<file path="src/rtl/luma_exposure_sched.sv">
// luma_exposure_sched: shares one Y_comp luma engine between the short (ch0)
// and long (ch1) HDR exposure streams. Each RGB stream is buffered in a small
// FIFO. Pixels are issued to the engine one per cycle. The engine's returned
// luma is routed back to the owning channel by a tag pipe that runs alongside
// the engine.
// Optional macro FRAME_LOCK_EN: frame-atomic arbitration. A channel keeps the
// engine until it issues a pixel with frame_end set.
module luma_exposure_sched #(
    parameter int FIFO_DEPTH = 4,
    parameter int LUMA_LAT   = 3
) (
    input  logic       clk,
    input  logic       reset_n,
    input  logic [7:0] ch0_R,
    input  logic [7:0] ch0_G,
    input  logic [7:0] ch0_B,
    input  logic       ch0_valid,
    input  logic       ch0_frame_end,
    output logic       ch0_ready,
    input  logic [7:0] ch1_R,
    input  logic [7:0] ch1_G,
    input  logic [7:0] ch1_B,
    input  logic       ch1_valid,
    input  logic       ch1_frame_end,
    output logic       ch1_ready,
    output logic [7:0] lum_R,
    output logic [7:0] lum_G,
    output logic [7:0] lum_B,
    output logic       lum_valid,
    output logic       lum_frame_end,
    input  logic [7:0] lum_Y,
    input  logic       lum_valid_ret,
    input  logic       lum_fe_ret,
    output logic [7:0] y0,
    output logic       y0_valid,
    output logic       y0_frame_end,
    output logic [7:0] y1,
    output logic       y1_valid,
    output logic       y1_frame_end,
    output logic       err_sync
);

    localparam int AW = $clog2(FIFO_DEPTH);
    localparam int CW = AW + 1;
    localparam int HW = $clog2(LUMA_LAT + 1);

    logic [1:0][24:0] in_word;
    logic [1:0]       in_vld;
    logic [1:0][24:0] head_w;
    logic [1:0]       nempty;
    logic [1:0]       rdy;
    logic [1:0]       pop;
    logic             gnt_vld;
    logic             gnt_ch;
    logic [24:0]      head;

    assign in_word[0] = {ch0_R, ch0_G, ch0_B, ch0_frame_end};
    assign in_word[1] = {ch1_R, ch1_G, ch1_B, ch1_frame_end};
    assign in_vld     = {ch1_valid, ch0_valid};
    assign ch0_ready  = rdy[0];
    assign ch1_ready  = rdy[1];

    // Per-channel input FIFO. Ready is registered from the next-state count.
    for (genvar c = 0; c < 2; c++) begin : g_fifo
        logic [24:0]   mem_q [FIFO_DEPTH];
        logic [AW-1:0] wp_q, rp_q;
        logic [CW-1:0] cnt_q, cnt_d;
        logic          rdy_q;
        logic          push;

        assign push      = in_vld[c] & rdy_q;
        assign cnt_d     = cnt_q + CW'(push) - CW'(pop[c]);
        assign nempty[c] = (cnt_q != '0);
        assign head_w[c] = mem_q[rp_q];
        assign rdy[c]    = rdy_q;

        // Pointer, count and ready update; storage is not reset.
        always_ff @(posedge clk) begin
            if (!reset_n) begin
                wp_q  <= '0;
                rp_q  <= '0;
                cnt_q <= '0;
                rdy_q <= 1'b0;
            end else begin
                if (push) begin
                    mem_q[wp_q] <= in_word[c];
                    wp_q        <= wp_q + 1'b1;
                end
                if (pop[c]) rp_q <= rp_q + 1'b1;
                cnt_q <= cnt_d;
                rdy_q <= (cnt_d < CW'(FIFO_DEPTH));
            end
        end
    end

    // prio_q holds the channel that wins a tie, which is the channel not granted last.
    logic prio_q;

`ifdef FRAME_LOCK_EN
    typedef enum logic [1:0] {IDLE, LOCK0, LOCK1} lock_e;
    lock_e st_q;
`endif

    // Grant selection. Under frame lock, a locked channel is served exclusively.
    always_comb begin
        gnt_vld = |nempty;
        gnt_ch  = nempty[1] & (~nempty[0] | prio_q);
`ifdef FRAME_LOCK_EN
        case (st_q)
            LOCK0: begin gnt_vld = nempty[0]; gnt_ch = 1'b0; end
            LOCK1: begin gnt_vld = nempty[1]; gnt_ch = 1'b1; end
            default: ;
        endcase
`endif
    end

    assign pop  = {gnt_vld & gnt_ch, gnt_vld & ~gnt_ch};
    assign head = head_w[gnt_ch];

    logic [7:0] lum_R_q, lum_G_q, lum_B_q;
    logic       lum_valid_q, lum_fe_q, lum_ch_q;

    // Issue register, round-robin pointer and lock FSM.
    always_ff @(posedge clk) begin
        if (!reset_n) begin
            lum_R_q     <= '0;
            lum_G_q     <= '0;
            lum_B_q     <= '0;
            lum_valid_q <= 1'b0;
            lum_fe_q    <= 1'b0;
            lum_ch_q    <= 1'b0;
            prio_q      <= 1'b0;
`ifdef FRAME_LOCK_EN
            st_q        <= IDLE;
`endif
        end else begin
            lum_valid_q <= gnt_vld;
            if (gnt_vld) begin
                {lum_R_q, lum_G_q, lum_B_q, lum_fe_q} <= head;
                lum_ch_q <= gnt_ch;
                prio_q   <= ~gnt_ch;
`ifdef FRAME_LOCK_EN
                if (head[0])     st_q <= IDLE;
                else if (gnt_ch) st_q <= LOCK1;
                else             st_q <= LOCK0;
`endif
            end
        end
    end

    assign lum_R         = lum_R_q;
    assign lum_G         = lum_G_q;
    assign lum_B         = lum_B_q;
    assign lum_valid     = lum_valid_q;
    assign lum_frame_end = lum_fe_q;

    // The tag pipe is fed from the issue register, so its head lines up with lum_valid_ret.
    logic [LUMA_LAT-1:0] tv_q, tc_q;
    logic [HW-1:0]       hold_q;
    logic                head_v, head_c, hold_done, ret_ok, ret_bad;

    assign head_v    = tv_q[LUMA_LAT-1];
    assign head_c    = tc_q[LUMA_LAT-1];
    assign hold_done = (hold_q == '0);
    assign ret_ok    = hold_done & head_v & lum_valid_ret;
    assign ret_bad   = hold_done & (head_v ^ lum_valid_ret);

    logic [7:0] y0_q, y1_q;
    logic       y0_v_q, y1_v_q, y0_fe_q, y1_fe_q, err_q;

    // Tag shift, post-reset holdoff, return routing and the sticky error flag.
    always_ff @(posedge clk) begin
        if (!reset_n) begin
            tv_q    <= '0;
            tc_q    <= '0;
            hold_q  <= HW'(LUMA_LAT);
            y0_q    <= '0;
            y1_q    <= '0;
            y0_v_q  <= 1'b0;
            y1_v_q  <= 1'b0;
            y0_fe_q <= 1'b0;
            y1_fe_q <= 1'b0;
            err_q   <= 1'b0;
        end else begin
            tv_q[0] <= lum_valid_q;
            tc_q[0] <= lum_ch_q;
            for (int i = 1; i < LUMA_LAT; i++) begin
                tv_q[i] <= tv_q[i-1];
                tc_q[i] <= tc_q[i-1];
            end
            if (!hold_done) hold_q <= hold_q - 1'b1;
            y0_v_q  <= ret_ok & ~head_c;
            y1_v_q  <= ret_ok &  head_c;
            y0_fe_q <= ret_ok & ~head_c & lum_fe_ret;
            y1_fe_q <= ret_ok &  head_c & lum_fe_ret;
            if (ret_ok & ~head_c) y0_q <= lum_Y;
            if (ret_ok &  head_c) y1_q <= lum_Y;
            err_q   <= err_q | ret_bad;
        end
    end

    assign y0           = y0_q;
    assign y0_valid     = y0_v_q;
    assign y0_frame_end = y0_fe_q;
    assign y1           = y1_q;
    assign y1_valid     = y1_v_q;
    assign y1_frame_end = y1_fe_q;
    assign err_sync     = err_q;

endmodule
</file>
<file path="config.mk">
export PLATFORM = sky130hd
export DESIGN_NAME = luma_exposure_sched
export DESIGN_NICKNAME = d
export VERILOG_FILES = /design/src/rtl/luma_exposure_sched.sv
export SDC_FILE = /design/constraint.sdc
export NUM_CORES = 1
export LEC_CHECK = 0
export ABC_AREA = 1
export BUFFER_PORTS_ARGS = -buffer_cell sky130_fd_sc_hd__buf_4
export CORE_ASPECT_RATIO = 1.1
export CORE_MARGIN = 2
export CORE_UTILIZATION = 30
export CTS_CLUSTER_DIAMETER = 30
export DETAILED_ROUTE_END_ITERATION = 10
export MAX_ROUTING_LAYER = met4
export PLACE_DENSITY = 0.58
export REMOVE_ABC_BUFFERS = 1
export SYNTH_ARGS = -nofsm -noshare
export SYNTH_HDL_FRONTEND = slang
export SYNTH_SLANG_ARGS = --single-unit
</file>
<file path="constraint.sdc">
create_clock -name clk -period 4.55 [get_ports clk]
set_input_delay 0.455 -clock clk [delete_from_list [all_inputs] [get_ports clk]]
set_output_delay 0.455 -clock clk [all_outputs]
set_load 0.03 [all_outputs]
</file>
**Word-level counts from Yosys, hierarchy flattened**

Memories as Yosys holds them, arrays and structs flattened. A register that Yosys moved wholly into a read port is not among the register bits.
Index checks and enable logic that the tools add are counted.

- Register bits: 73
- Bits in latches: 0
- RAM bits: 200
- ROM bits: 0
- Input port bits: 64
- Output and inout bits: 49
- Word-level logic and storage cells: 73
- Memories: 2

- Add/subtract/negate cells: 9
- $mul: 0
- Divide/modulo/power cells: 0
- Order comparisons: 3
- Eq/ne operators: 0
- Shifts and indexed selects: 0
- Multiplexer cells: 12
- Bitwise logic cells: 18
- Reductions and logical operators: 4

Memory list:

| name | words | bits a word | rd ports | clocked after Yosys merged registers in | write ports | RTL line | source |
|---|---|---|---|---|---|---|---|
| g_fifo[0].mem_q | 4 | 25 | 1 | 1 | 1 | 65 | `logic [24:0] mem_q [FIFO_DEPTH];` |
| g_fifo[1].mem_q | 4 | 25 | 1 | 1 | 1 | 65 |  |

Operators by type and width:

| operator | number |
|---|---|
| $mux W25 | 2 |
| $and A1 B1 Y1 | 12 |
| $add A2 B1 Y2 const B | 4 |
| $mux W2 | 4 |
| $add A3 B1 Y3 | 2 |
| $lt A3 B3 Y1 const B | 2 |
| $mux W1 | 6 |
| $reduce_bool A3 Y1 | 2 |
| $sub A3 B1 Y3 | 2 |
| $not A1 Y1 | 3 |
| $logic_not A2 Y1 | 1 |
| $lt A1 B2 Y1 const B | 1 |
| $or A1 B1 Y1 | 2 |
| $reduce_or A2 Y1 | 1 |
| $sub A2 B1 Y2 const B | 1 |
| $xor A1 B1 Y1 | 1 |

**Depth between registers and ports, before layout**

Gate-level depths: netlist (run 1).

- Word-level depth: 8
- Mapped depth: 13
- Gate-level depth less buffers: 13

**Least setup slack after synthesis (run 1)**

Ideal clock, no wire load.

- Path type: input port to flip-flop
- Start: in reset_n
- End: mem g_fifo[0].mem_q[0][0], enable pin
- Setup time: 0.407 ns
- Arrival time: 1.920 ns
- Required time: 4.143 ns
- Path slack: 2.223 ns
- Stages: 3
- Buffers on the path: 1
- Cells stage by stage: clkbuf_1 -> nand3_1 -> nor2_1

- Cells in the longest elaborated chain, start to end: 2

RTL lines:

| what | RTL line | source |
|---|---|---|
| start, declared | 13 | `input logic reset_n,` |
| $mux W1 | 79 | `if (!reset_n) begin` |
| $mux W1 (implied by the code) | 86 | `mem_q[wp_q] <= in_word[c];` |
| end, declared | 65 |  |

Every way passes these cells.

**Final worst setup path (run 1)**

- Start: reg g_fifo[0].cnt_q[2]
- End: reg g_fifo[1].cnt_q[2]

- Cells in the longest elaborated chain, start to end: 6
- Elaborated cells between the ends (all ways): 7
- Classes of those cells: add/sub (1); bitwise (4); reduce/logical (2)

RTL lines:

| what | RTL line | source |
|---|---|---|
| start, declared | 67 | `logic [CW-1:0] cnt_q, cnt_d;` |
| start signal, assigned | 90 | `cnt_q <= cnt_d;` |
| $reduce_bool A3 Y1 * | 73 | `assign nempty[c] = (cnt_q != '0);` |
| $not A1 Y1 | 107 | `gnt_ch = nempty[1] & (~nempty[0] \| prio_q);` |
| $or A1 B1 Y1 | 107 |  |
| $and A1 B1 Y1 | 107 |  |
| $and A1 B1 Y1 * | 117 | `assign pop = {gnt_vld & gnt_ch, gnt_vld & ~gnt_ch};` |
| $sub A3 B1 Y3 * | 72 | `assign cnt_d = cnt_q + CW'(push) - CW'(pop[c]);` |
| end signal, assigned | 90 |  |
| end, declared | 67 |  |

Mark *: on every way between the ends. The rest lies on a longest branch, timed or not.
A chain may end at the register's enable or synchronous reset.

==> results of run 1 <==
[per-stage QoR]
stage / instances / setup slack (ns) / util / hold slack [ns]
CTS: 1718 / 1.985 / 0.3898 / 0.08721
detailed placement: 1626 / 2.003 / 0.3413 / 0.3960
finish: 1718 / 1.997 / 0.3898 / 0.1118
global placement: 1626 / 2.077 / 0.3413 / 0.3937
global route: 1718 / 1.777 / 0.3898 / 0.09110
floorplan: 1013 / 2.312 / - / 0.3900
[flip-flops by register name, summed over array words and instances, names as in the netlist, 2 cells and up, named ones only]
register	count
g_fifo.cnt_q	6
g_fifo.mem_q	200
g_fifo.rp_q	4
g_fifo.wp_q	4
hold_q	2
lum_B	8
lum_G	8
lum_R	8
tc_q	3
tv_q	3
y0	8
y1	8
[final timing paths]
check | cells past startpoint | slack (ns) | end | start
max | 10 | 2.00 | g_fifo[1].cnt_q[2] | g_fifo[0].cnt_q[2]
min | 1 | 0.11 | g_fifo[0].mem_q[1][11] | ch0_G[2]
max reg2reg | 10 | 2.00 | g_fifo[1].cnt_q[2] | g_fifo[0].cnt_q[2]
min reg2reg | 2 | 0.41 | tc_q[1] | tc_q[0]
[cell families after synthesis]
logic type                 after synthesis  synth area share
adders and majority gates               15           0.01848
and+or+nand+nor                        547            0.2009
DFF                                    277            0.6882
buffers and inverters                  141           0.05351
AOI/OAI and AO/OA                       72           0.03332
xor gates and xnor gates                 7          0.005591
[layout make-up]
type	count	share of cell area
repair buffers	126	0.06727
clock buffers	70	0.1039
clock inverters	22	0.02055
flip-flops and latches	277	0.5367
inverters	95	0.02536
multi-input cells	641	0.2029
well taps	487	0.04333
[cells in the mapped netlist (all sizes together)]
cell type,count
nand2,370
edfxtp,200
inv,95
nor2,87
nand3,84
dfxtp,77
o21ai,47
buf,32
a21oi,24
clkbuf,14
ha,13
xor2,4
nor3,3
xnor2,3
and2,2
fa,2
nand4,1
o22ai,1
[critical path, stage by stage, from the launching register on]
cell and delay (ns):
dfxtp_1 0.32, nor2_2 0.15, nand2_4 0.15, a21oi_2 0.51
ha_1 0.22, inv_1 0.04, ha_1 0.18, fa_1 0.38
xnor2_1 0.20, xor2_1 0.19, and2_1 0.14
[routing by layer]
| metal | track usage | wire length, um |
|---|---|---|
| met1 | 0.1744 | 11570 |
| met2 | 0.2213 | 11970 |
| met4 | 0.04514 | 457 |
| met3 | 0.02707 | 1291 |
| met5 | - | 0 |
[power by group]
part           switching [mW]  leakage, nW  total, mW  internal [mW]
logic                    1.59         2.63       2.31          0.727
clock network            1.21        0.846       3.78           2.57
registers               0.144         2.43       3.09           2.95
==> results.yml, run 1 <==
sta:
  period_share: 0.5612
  maxSlewViolCount: 0
  rsz0062_at_grt: "no"
  slew-limit-headroom: 0.3794
  setup_tns_ns: 0
  hold_viol_final: 0
  finalCriticalPeriod_ns: 2.553
  max_freq_mhz: 391.6
  setup_viol: 0
  worst_slew_pin_slew_ns: 0.9309
  fin_skew_ns: 0.01121
setup_path:
  critPathKind: "register to register"
  setup.worst_path.end_class: "register"
  cp.required_ns: 5.03
  cp.arrival_ns: 3.03
  start_kind: "register"
  cp_max_fo: 14
clock_tree:
  cts_tree: "built"
  clockRootBuffer: "clkbuf_16"
  cts-buffers-inserted: 52
  post_cts_buffers: 0
  cts_max_level: 2
  clock-sinks: 277
  cts_max_path_buffers: 3
  clk_pin_slew_worst_paths_ns: 0.05
  cts_hold_buf: 0
  clock_latency_ns: 0.54
  ctsResizeCount: 0
drt:
  ant_nets: 0
  finalWirelength_um: 25290
  drtPass1Iterations: 6
  num_vias: 7509
  drt_iter0_drc: 488
  vias_per_cell: 4.371
  post_drt_wl_per_cell_um: 14.72
  drcViolationCount: 0
die:
  start_util: 0.3040
  num_rows: 73
  die_h_um: 204.5
  die_x_um: 186.3
  die-area_um2: 38100
  num_io_pins: 113
  core_area_um2: 36080
place:
  hpwl_um: 15410
  place_area_um2: 12310
  gp_congestion: 0.7774
  port_buffers: 112
finish:
  regArea_um2: 7547
  layout_commonest_cell: "nand2_1"
  fin_area_um2: 14060
  drive_gt1_frac: 0.1828
  final_cell_mix: "368 x nand2_1, 200 x edfxtp_1, 126 x buf_4, 89 x inv_1, 84 x nand3_1"
  multi_input_area_um2: 2853
  num-fill-cells: 3476
  antenna_cells: 0
  nets: 1272
  area_growth_pct: 28.23
synthesis:
  synthesis.area_um2: 10970
  ys_top_cells_by_area: "edfxtp_1 55%, dfxtp_1 14%, nand2_1 13%"
  synth-seq-area-share: 0.6882
  synth_top_area_cell: "edfxtp_1"
  synth.distinct_cells: 29
  syn_inst: 1059
  synth_seq_cells: 277
  syn_avg_cell_area_um2: 10.36
  ys_warn_count: 0
  synth_top_area_frac: 0.5476
power:
  peakVddDrop_uv: 369.5
  p_per_area_nw_per_um2: 653.0
  leakage_nw: 5.909
  totalPowerFinal_mw: 9.183
run_status:
  status: "complete, no violations"
global_route:
  antenna_found_initial: 0
  grt_max_degree: 52
  grt_use_total: 0.1374
  grt_pass1_vias: 7500
  grt.overflow.total: 0
  grt_pass1_wl_um: 40030
run:
  max_cap_viol_count: 0
worst_hold_path:
  hp-class: "primary input to register"
(Power assumes the default switching activity.)
==> inputs of run 2 (changes only) <==
--- a/config.mk
+++ b/config.mk
@@ -13,7 +13,7 @@
 export CTS_CLUSTER_DIAMETER = 30
 export DETAILED_ROUTE_END_ITERATION = 10
 export MAX_ROUTING_LAYER = met4
-export PLACE_DENSITY = 0.58
+export PLACE_DENSITY = 0.6
 export REMOVE_ABC_BUFFERS = 1
 export SYNTH_ARGS = -nofsm -noshare
 export SYNTH_HDL_FRONTEND = slang
==> constraint.sdc (replaced) <==
create_clock -name clk -period 2.15 [get_ports clk]
set_input_delay 0.215 -clock clk [delete_from_list [all_inputs] [get_ports clk]]
set_output_delay 0.215 -clock clk [all_outputs]
set_load 0.03 [all_outputs]
==> run 2 against run 1 <==
The run now ends with setup timing left. Hold slack worse by 0.084 ns. Sequential cell count stayed put. Power is 120% higher. Worst setup slack worse by 2.0 ns. Count of clock-buffer cells in the layout is 7 lower. Die area stayed put. Clock power is 110% higher. Non-clock buffer count is 82 higher. Critical path type unchanged. Largest cell class unchanged. Largest power group unchanged. Highest routed layer unchanged.
==> results.yml, run 2 (synthesized netlist as in run 1, its figures left out) <==
run_status:
  status: "complete, but fails checks"
  violations: "setup timing"
clock_tree:
  clock_latency_ns: 0.55
  cts_max_level: 2
  clockRootBuffer: "clkbuf_16"
  clock-sinks: 277
  cts_tree: "built"
  clk_pin_slew_worst_paths_ns: 0.05
  cts_max_path_buffers: 3
  cts-buffers-inserted: 51
drt:
  drtPass1Iterations: 6
  drcViolationCount: 0
  num_vias: 7711
  vias_per_cell: 4.274
  drt_iter0_drc: 446
  finalWirelength_um: 25470
  post_drt_wl_per_cell_um: 14.12
  ant_nets: 0
die:
  num_rows: 73
  die-area_um2: 38100
  start_util: 0.3040
  core_area_um2: 36080
  die_x_um: 186.3
  die_h_um: 204.5
  num_io_pins: 113
setup_path:
  cp_cell_sequence: "inv_2, nand2_2, nor2_4, buf_6, a21oi_4, ha_4, inv_2, ha_4, fa_2, xnor2_2, xor2_1, and2_1"
  path_buf_inv: 3
  critPathMaxStageDelay_ns: 0.41
  cp.required_ns: 2.63
  reg2reg_depth: 12
  slowest_stage: "fa_2"
  worst-path-stages: 12
  start_kind: "register"
  cp_max_fo: 3
  cp.arrival_ns: 2.66
  crit_family: "adder cells"
  critPathKind: "register to register"
  setup.worst_path.end_class: "register"
place:
  port_buffers: 112
  gp_congestion: 0.7571
  hpwl_um: 15300
  dp_slack_ns: -0.03491
finish:
  layout_commonest_cell: "nand2_1"
  multi_input_area_um2: 2978
  final_cell_mix: "365 x nand2_1, 200 x edfxtp_1, 137 x buf_4, 84 x inv_1, 83 x nand3_1"
  num-fill-cells: 3380
  largest_reg_flops: 200
  drive_gt1_frac: 0.2080
  antenna_cells: 0
  final_util: 0.4187
  top_register: "g_fifo.mem_q"
  nets: 1353
  regArea_um2: 7556
  area_growth_pct: 37.74
global_route:
  grt_pass1_vias: 7682
  grt_pass1_wl_um: 40670
  grt_max_degree: 51
  grt_use_total: 0.1382
  antenna_found_initial: 0
  grt.overflow.total: 0
sta:
  whs_ns: 0.02782
  max_freq_mhz: 458.1
  finalCriticalPeriod_ns: 2.183
  period_share: 1.015
  hold_viol_final: 0
  worst_slew_pin_slew_ns: 0.5534
  rsz0062_at_grt: "yes"
  maxSlewViolCount: 0
  setup_viol: 2
  slew-limit-headroom: 0.6305
  fin_skew_ns: 0.01903
  final.setup.worst_slack_ns: -0.03304
power:
  power_switching_mw: 6.516
  p_per_area_nw_per_um2: 1342
  p_comb_frac: 0.281
  power_frac_clock: 0.396
  totalPowerFinal_mw: 20.27
  intPower_mw: 13.75
  p_sw_frac: 0.3215
  p_seq_frac: 0.324
  peakVddDrop_uv: 912.8
  leakage_nw: 6.340
run:
  max_cap_viol_count: 0
worst_hold_path:
  hold_depth: 3
  hp-class: "primary input to register"
run 2: cell types whose count changed in the layout (fill, tap and decap cells not counted), sizes merged:
cell,delta
dlygate4sd3,+59
clkinv,+9
clkinvlp,-2
inv,+3
buf,+23
clkbuf,-7
bufinv,+1
run 2: path summary, 6_finish.rpt:
check        slack (ns)          startpoint                 end
max               -0.03  g_fifo[1].cnt_q[2]  g_fifo[1].cnt_q[2]
min                0.03             reset_n             tv_q[1]
max reg2reg       -0.03  g_fifo[1].cnt_q[2]  g_fifo[1].cnt_q[2]
min reg2reg        0.41             tv_q[0]             tv_q[1]
run 2: through the flow:
step,area [um^2],setup TNS (ns),std cells
6_report,15110,-0.04958,1804
5_1_grt,15110,-0.3168,1804
4_1_cts,14940,0,1798
3_5_place_dp,12580,-0.06284,1643
3_3_place_gp,12580,-0.0005118,1643
2_1_floorplan,10740,-11.36,1013
run 2: what timing repair did:
action	4_1_cts	5_1_grt
resized for setup	6	29
setup endpoints to repair	3	4
buffers inserted	0	6
endpoints found under the hold margin	218	0
hold buffers	59	0
pin swaps	5	17
gates cloned	0	0
run 2: cell type report:
cell class,count,area share
Clock buffer,63,0.09095
Inverter,95,0.02377
Timing Repair Buffer,208,0.1225
Multi-Input combinational cell,641,0.1971
Clock inverter,33,0.02510
Sequential cell,277,0.5002
Tap cell,487,0.04034
run 2: metal layers:
| metal | share of wire | vias to the layer above | track usage |
|---|---|---|---|
| met4 | 0.015 | 0 | 0.03543 |
| met5 | 0 | - | - |
| met2 | 0.48 | 176 | 0.2257 |
| li1 | - | 3899 | - |
| met1 | 0.45 | 3598 | 0.1702 |
| met3 | 0.059 | 38 | 0.03769 |
run 2: worst reg2reg max path: cells and delay by family, from the launching register on:
family | cells | cell delay, ns
adders and majority gates | 3 | 0.83
and+or+nand+nor | 3 | 0.36
DFF | 1 | 0.35
xor gates and xnor gates | 2 | 0.34
buffers and inverters | 3 | 0.21
AOI/OAI and AO/OA | 1 | 0.04
run 2: power groups by stage:
| stage | Sequential (mW) | Clock (mW) | Combinational, mW |
|---|---|---|---|
| CTS | 6.53 | 8.15 | 5.37 |
| finish | 6.56 | 8.02 | 5.69 |
| global route | 6.60 | 8.42 | 6.41 |
| global placement | 6.61 | 0 | 5.16 |
| detailed placement | 6.62 | 0 | 5.22 |
| floorplan | 7.14 | 0 | 2.65 |
==> inputs of run 3 (changes only) <==
--- a/config.mk
+++ b/config.mk
@@ -13,7 +13,7 @@
 export CTS_CLUSTER_DIAMETER = 30
 export DETAILED_ROUTE_END_ITERATION = 10
 export MAX_ROUTING_LAYER = met4
-export PLACE_DENSITY = 0.6
+export PLACE_DENSITY_LB_ADDON = 0.3
 export REMOVE_ABC_BUFFERS = 1
 export SYNTH_ARGS = -nofsm -noshare
 export SYNTH_HDL_FRONTEND = slang
==> constraint.sdc (replaced) <==
create_clock -name clk -period 2.4 [get_ports clk]
set_input_delay 0.24 -clock clk [delete_from_list [all_inputs] [get_ports clk]]
set_output_delay 0.24 -clock clk [all_outputs]
set_load 0.03 [all_outputs]
==> run 3 against run 2 <==
The flow now finishes without violations. Maximum frequency is 2.3% lower. Hold slack improved by 0.017 ns. Critical endpoint is now g_fifo[0].cnt_q[2]. Cell count decreased by 0.22%.
==> results.yml, run 3 (synthesized netlist as in run 1, its figures left out) <==
sta:
  finalCriticalPeriod_ns: 2.234
  hold_viol_final: 0
  rsz0062_at_grt: "no"
  setup_viol: 0
  period_share: 0.9308
  setup_tns_ns: 0
  max_freq_mhz: 447.7
  maxSlewViolCount: 0
  slew-limit-headroom: 0.6230
  fin_skew_ns: 0.02542
  worst_slew_pin_slew_ns: 0.5647
power:
  p_per_area_nw_per_um2: 1217
  leakage_nw: 6.295
  totalPowerFinal_mw: 18.19
  peakVddDrop_uv: 894.9
setup_path:
  cp.arrival_ns: 2.66
  cp-startpoint: "g_fifo[1].cnt_q[2]"
  cp.required_ns: 2.83
  timing.rr.start: "g_fifo[1].cnt_q[2]"
  reg2reg_setup_slack_ns: 0.17
  critPathKind: "register to register"
  setup.worst_path.end_class: "register"
  cp_max_fo: 4
  start_kind: "register"
place:
  gp_congestion: 0.7521
  place_area_um2: 12410
  port_buffers: 112
  hpwl_um: 15590
finish:
  multi_input_area_um2: 2875
  fin_area_um2: 14950
  drive_gt1_frac: 0.1904
  largest_reg_flops: 200
  area_growth_pct: 36.33
  layout_commonest_cell: "nand2_1"
  num-fill-cells: 3430
  antenna_cells: 0
  regArea_um2: 7548
  nets: 1346
  final_util: 0.4144
  top_register: "g_fifo.mem_q"
  final_cell_mix: "367 x nand2_1, 200 x edfxtp_1, 134 x buf_4, 89 x inv_1, 84 x nand3_1"
clock_tree:
  clock-sinks: 277
  cts_tree: "built"
  cts_max_level: 2
  clk_pin_slew_worst_paths_ns: 0.04
  post_cts_buffers: 0
  clock_latency_ns: 0.55
  cts_max_path_buffers: 3
  cts-buffers-inserted: 57
  clockRootBuffer: "clkbuf_16"
drt:
  ant_nets: 0
  finalWirelength_um: 25750
  post_drt_wl_per_cell_um: 14.30
  drt_iter0_drc: 298
  vias_per_cell: 4.244
  num_vias: 7639
  drcViolationCount: 0
  drtPass1Iterations: 4
global_route:
  grt_max_degree: 40
  antenna_found_initial: 0
  grt_pass1_vias: 7771
  grt_use_total: 0.1403
  grt.overflow.total: 0
  grt_pass1_wl_um: 41090
die:
  num_io_pins: 113
  die_x_um: 186.3
  start_util: 0.3040
  die_h_um: 204.5
  core_area_um2: 36080
  num_rows: 73
  die-area_um2: 38100
worst_hold_path:
  min_from: "reset_n"
  hp-class: "primary input to register"
run_status:
  status: "complete, no violations"
run:
  max_cap_viol_count: 0
run 3: cell types whose count changed in the layout (fill, tap and decap cells not counted), moves of 4 or more:
cell        change
ha_1            +4
clkbuf_1        +4
inv_2           -4
dfxtp_1         +4
clkinvlp_4      +6
inv_1           +5
inv_6           -4
buf_12          -9
clkbuf_16       +6
clkbuf_8        +5
ha_4            -4
clkinv_2        -5
run 3: routing by layer:
layer	vias to the layer above	share of wire	GRT usage
met5	-	0	-
met4	0	0.017	0.04229
met3	42	0.065	0.03529
met2	174	0.48	0.2345
met1	3533	0.44	0.1677
li1	3890	-	-
run 3: repair_timing:
action                     4_1_cts  5_1_grt
gates resized for setup          0        6
setup endpoints to repair        0        2
hold buffers                    59        0
hold endpoints to repair       218        0
run 3: worst paths after layout:
kind	end	cells past startpoint
max	g_fifo[0].cnt_q[2]	12
min	g_fifo[0].cnt_q[0]	3
max reg2reg	g_fifo[0].cnt_q[2]	12
min reg2reg	tv_q[1]	2
run 3: per-stage QoR:
step                hold WS (ns)  instances  setup WS (ns)
finish                   0.04436       1800         0.1661
floorplan                 0.3335       1013         0.1615
CTS                      0.02140       1800        0.06061
global route             0.05202       1800        0.01462
global placement          0.3945       1636         0.1457
detailed placement        0.3999       1636        0.09170
run 3: power breakdown:
group | total, mW | leakage (nW) | internal [mW] | switching [mW]
sequential | 5.87 | 2.43 | 5.59 | 0.275
combinational | 4.62 | 2.95 | 1.59 | 3.03
clock | 7.70 | 0.915 | 5.28 | 2.42
run 3: cell type report:
cell class / count / share of cell area
Timing Repair Buffer: 195 / 0.1095
Multi-Input combinational cell: 641 / 0.1923
Sequential cell: 277 / 0.5049
Tap cell: 487 / 0.04076
Clock inverter: 27 / 0.02117
Clock buffer: 78 / 0.1075
Inverter: 95 / 0.02385
run 3: worst max-delay path, stage by stage, from the launching register on:
cell and delay [ns]:
dfxtp_1 0.34, nor2_2 0.14, nand2_2 0.12, nand3_1 0.12, nand2_2 0.08, ha_1 0.29, inv_1 0.06, ha_1 0.14
inv_1 0.05, fa_2 0.35, xnor2_2 0.16, xnor2_2 0.15, and2_1 0.13
